`src/rtl/if_id_stage_reg.sv`:
```
// IF/ID pipeline register: registers the incremented PC and fetched instruction for decode.
// Optional feature macro IF_ID_VALID_EN adds a registered valid_out flag.
module if_id_stage_reg #(
    parameter int unsigned    DATA_W    = 16,
    parameter int unsigned    PC_STEP   = 2,
    parameter logic [DATA_W-1:0] NOP_INSTR = '0
) (
    input  logic              clk,
    input  logic              rst_n,
    input  logic [DATA_W-1:0] inc_PC_in,
    input  logic [DATA_W-1:0] instr_in,
    input  logic              nop,
    input  logic              flush,
    output logic [DATA_W-1:0] PC_out,
    output logic [DATA_W-1:0] instr_out
`ifdef IF_ID_VALID_EN
    ,
    output logic              valid_out
`endif
);

    localparam logic [DATA_W-1:0] STEP = DATA_W'(PC_STEP);

    // Flush outranks nop: the redirect target must not be rewound.
    always_ff @(posedge clk) begin
        if (!rst_n) begin
            PC_out    <= '0;
            instr_out <= NOP_INSTR;
        end else if (flush) begin
            PC_out    <= inc_PC_in;
            instr_out <= NOP_INSTR;
        end else if (nop) begin
            PC_out    <= inc_PC_in - STEP;
            instr_out <= NOP_INSTR;
        end else begin
            PC_out    <= inc_PC_in;
            instr_out <= instr_in;
        end
    end

`ifdef IF_ID_VALID_EN
    always_ff @(posedge clk) begin
        if (!rst_n || flush || nop) begin
            valid_out <= 1'b0;
        end else begin
            valid_out <= 1'b1;
        end
    end
`endif

endmodule

```
`config.mk`:
```
export PLATFORM = sky130hd
export DESIGN_NAME = if_id_stage_reg
export DESIGN_NICKNAME = d
export VERILOG_FILES = /design/src/rtl/if_id_stage_reg.sv
export SDC_FILE = /design/constraint.sdc
export NUM_CORES = 1
export LEC_CHECK = 0
export ABC_AREA = 1
export CORE_AREA = 10 10 77 79
export CTS_CLUSTER_DIAMETER = 80
export DETAILED_ROUTE_END_ITERATION = 10
export DIE_AREA = 0 0 87 89
export PLACE_DENSITY_LB_ADDON = 0.05
export SLEW_MARGIN = 20
export SYNTH_ARGS = -nofsm -noshare
export SYNTH_HDL_FRONTEND = slang
export SYNTH_SLANG_ARGS = --single-unit
```
`constraint.sdc`:
```
create_clock -name clk -period 1.4 [get_ports clk]
set_input_delay 0.28 -clock clk [delete_from_list [all_inputs] [get_ports clk]]
set_output_delay 0.28 -clock clk [all_outputs]
set_load 0.1 [all_outputs]
```
==> reports/qor.yml <==
dr.pass1.iters: 4
grt_max_degree: 17
cts_buffers: 5
ant_nets: 0
avgViaCountPerCell: 4.11
p_seq_share_pct: 37.0
cts_root_buf: "clkbuf_8"
period_share_pct: 91.8
port_buffers: 67
core_um2: 4540
htree_levels: 2
syn_avg_cell_area_um2: 7.43
synth_seq_area_share_pct: 49.6
p_per_area_nw_per_um2: 994
grt_pass1_vias: 1441
worstPathMaxFanout: 4
cts_tree: "done"
clkPwrFrac_pct: 36.0
syn-cell-area_um2: 1290
dp_hpwl_mm: 3.16
finalWirelength_mm: 3.76
cts_buffer_depth: 2
layout_commonest_cell: "nor2_1"
cts_setup_buffers: 0
ctsHoldBuffers: 0
fp-row-count: 25
ioPinCount: 68
syn_inst: 174
grt_first_pass_wirelength_mm: 6.38
layout_common_cells: "nor2_1, buf_12, dfxtp_1, clkdlybuf4s50_1, inv_1"
power.switching_mw: 0.772
synth_nets: 211
first_iter_violations: 51
area_growth_pct: 106
slew_viol_final: 0
gp_congestion: 0.801
initial_core_util_pct: 28.5
ys_warn_count: 0
n_antenna_cell: 0
clkTransAtPathRegs_ns: 0.06
setup_ws_ns: 0.114
timing.critical_path.from_type: "input pin"
dpl_worst_slack_ns: -0.321
vdd_drop_max_v: 0.000400
wl_per_cell_um: 11.8
max_freq_ghz: 0.778
worst_setup_path_end_kind: "flop"
critPathRequiredTime_ns: 1.62
hold_depth: 3
grt.total_usage_pct: 10.4
p_int_mw: 1.88
ys_types: 20
grt_overflow: 0
p_sw_share_pct: 29.2
clock_sinks: 32
finalHoldViolations: 0
crit_type: "input pin to flop"
setup_viol: 0
fin_crit_ns: 1.29
vias: 1306
hold_slack_ns: 0.368
status: "complete, no violations"
cap_violations: 0
nets: 300
tightest_slew_ns: 0.198
dieWidth_um: 87
drc_errors: 0
cp_data_arrival_time_ns: 1.50
hold_class: "input pin to flop"
antenna_found_initial: 0
slew_headroom_pct: 86.7
drive_gt1_share_pct: 30.3
die_y_um: 89
dieArea_um2: 7740
ys_ff_latch: 32
p_leak_nw: 1.24
combPwrFrac_pct: 27.0
cells by family (layout without fill, tap and decap cells):
logic type,after synthesis,in the layout,share of synthesized area [%]
XOR/XNOR,1,1,0.678
adder cells (fa/ha/maj),1,1,0.968
buffers and inverters,37,127,11.6
flip-flops,32,32,49.6
AND/OR/NAND/NOR,92,92,32.9
AO/OA/AOI/OAI,11,11,4.26
state kept, by name (all words and copies together), names as in the netlist:
signal,flops
instr_out,16
PC_out,16
cells in the mapped netlist:
cell	instances	area (um2)
o21ai_0	4	20.0
xor2_1	1	8.76
nand2_1	23	86.3
and2_1	1	6.26
nand3_2	1	10.0
dfxtp_1	32	641
nor2_4	4	45.0
inv_2	2	7.51
nor2_1	46	173
buf_2	1	5.00
ha_1	1	12.5
clkbuf_8	1	13.8
a21oi_1	7	35.0
nand2_2	1	6.26
nor3_1	2	10.0
inv_1	33	124
nand3_4	1	17.5
nand4_1	3	18.8
nand3_1	8	40.0
nor2_2	2	12.5
final cells by class:
| class | count | area (um2) |
|---|---|---|
| well taps | 54 | 67.6 |
| flip-flops and latches | 32 | 641 |
| clock inverters | 1 | 30.0 |
| inverters | 35 | 131 |
| fillers | 388 | 1870 |
| clock buffers | 7 | 96.3 |
| multi-input cells | 105 | 559 |
| repair buffers | 84 | 1140 |
power by group through the flow:
stage / Combinational [mW] / Sequential, mW / Clock [mW]
CTS: 0.707 / 0.981 / 0.984
detailed placement: 0.704 / 1.00 / 0
global route: 0.754 / 0.983 / 1.02
finish: 0.713 / 0.980 / 0.953
floorplan: 0.0949 / 1.26 / 0
global placement: 0.702 / 1.00 / 0
worst max-delay path, stage by stage:
cell and delay, ns:
clkdlybuf4s50_1 0.49, inv_2 0.14, nand3_1 0.12, nor2_4 0.16, nand3_1 0.08, and2_1 0.14, nor2_1 0.09
through the flow:
step / cell area, um2 / util [%] / std cells / total power [mW] / TNS, ns
floorplan: 1290 / - / 174 / 1.36 / 0
global placement: 2470 / 54.5 / 310 / 1.70 / -2.57
detailed placement: 2470 / 54.5 / 310 / 1.71 / -2.73
CTS: 2600 / 57.4 / 318 / 2.67 / 0
global route: 2660 / 58.7 / 318 / 2.75 / -0.000129
finish: 2660 / 58.7 / 318 / 2.65 / 0
path summary, 6_finish.rpt:
kind,startpoint,to,slack (ns)
worst max-delay path,flush,PC_out[14],0.11
worst min-delay path,inc_PC_in[1],PC_out[1],0.37
per-layer routing:
layer  track usage [%]  wire length [um]
met2              16.9              1760
met3              4.47               315
met4              5.15                60
met5                 0                 0
met1              11.3              1620
timing repair:
action	CTS	global route
pin swaps	0	7
gates resized for setup	1	19
gates cloned	0	0
setup endpoints to repair	2	8
Power figures use the tool's default switching activity.
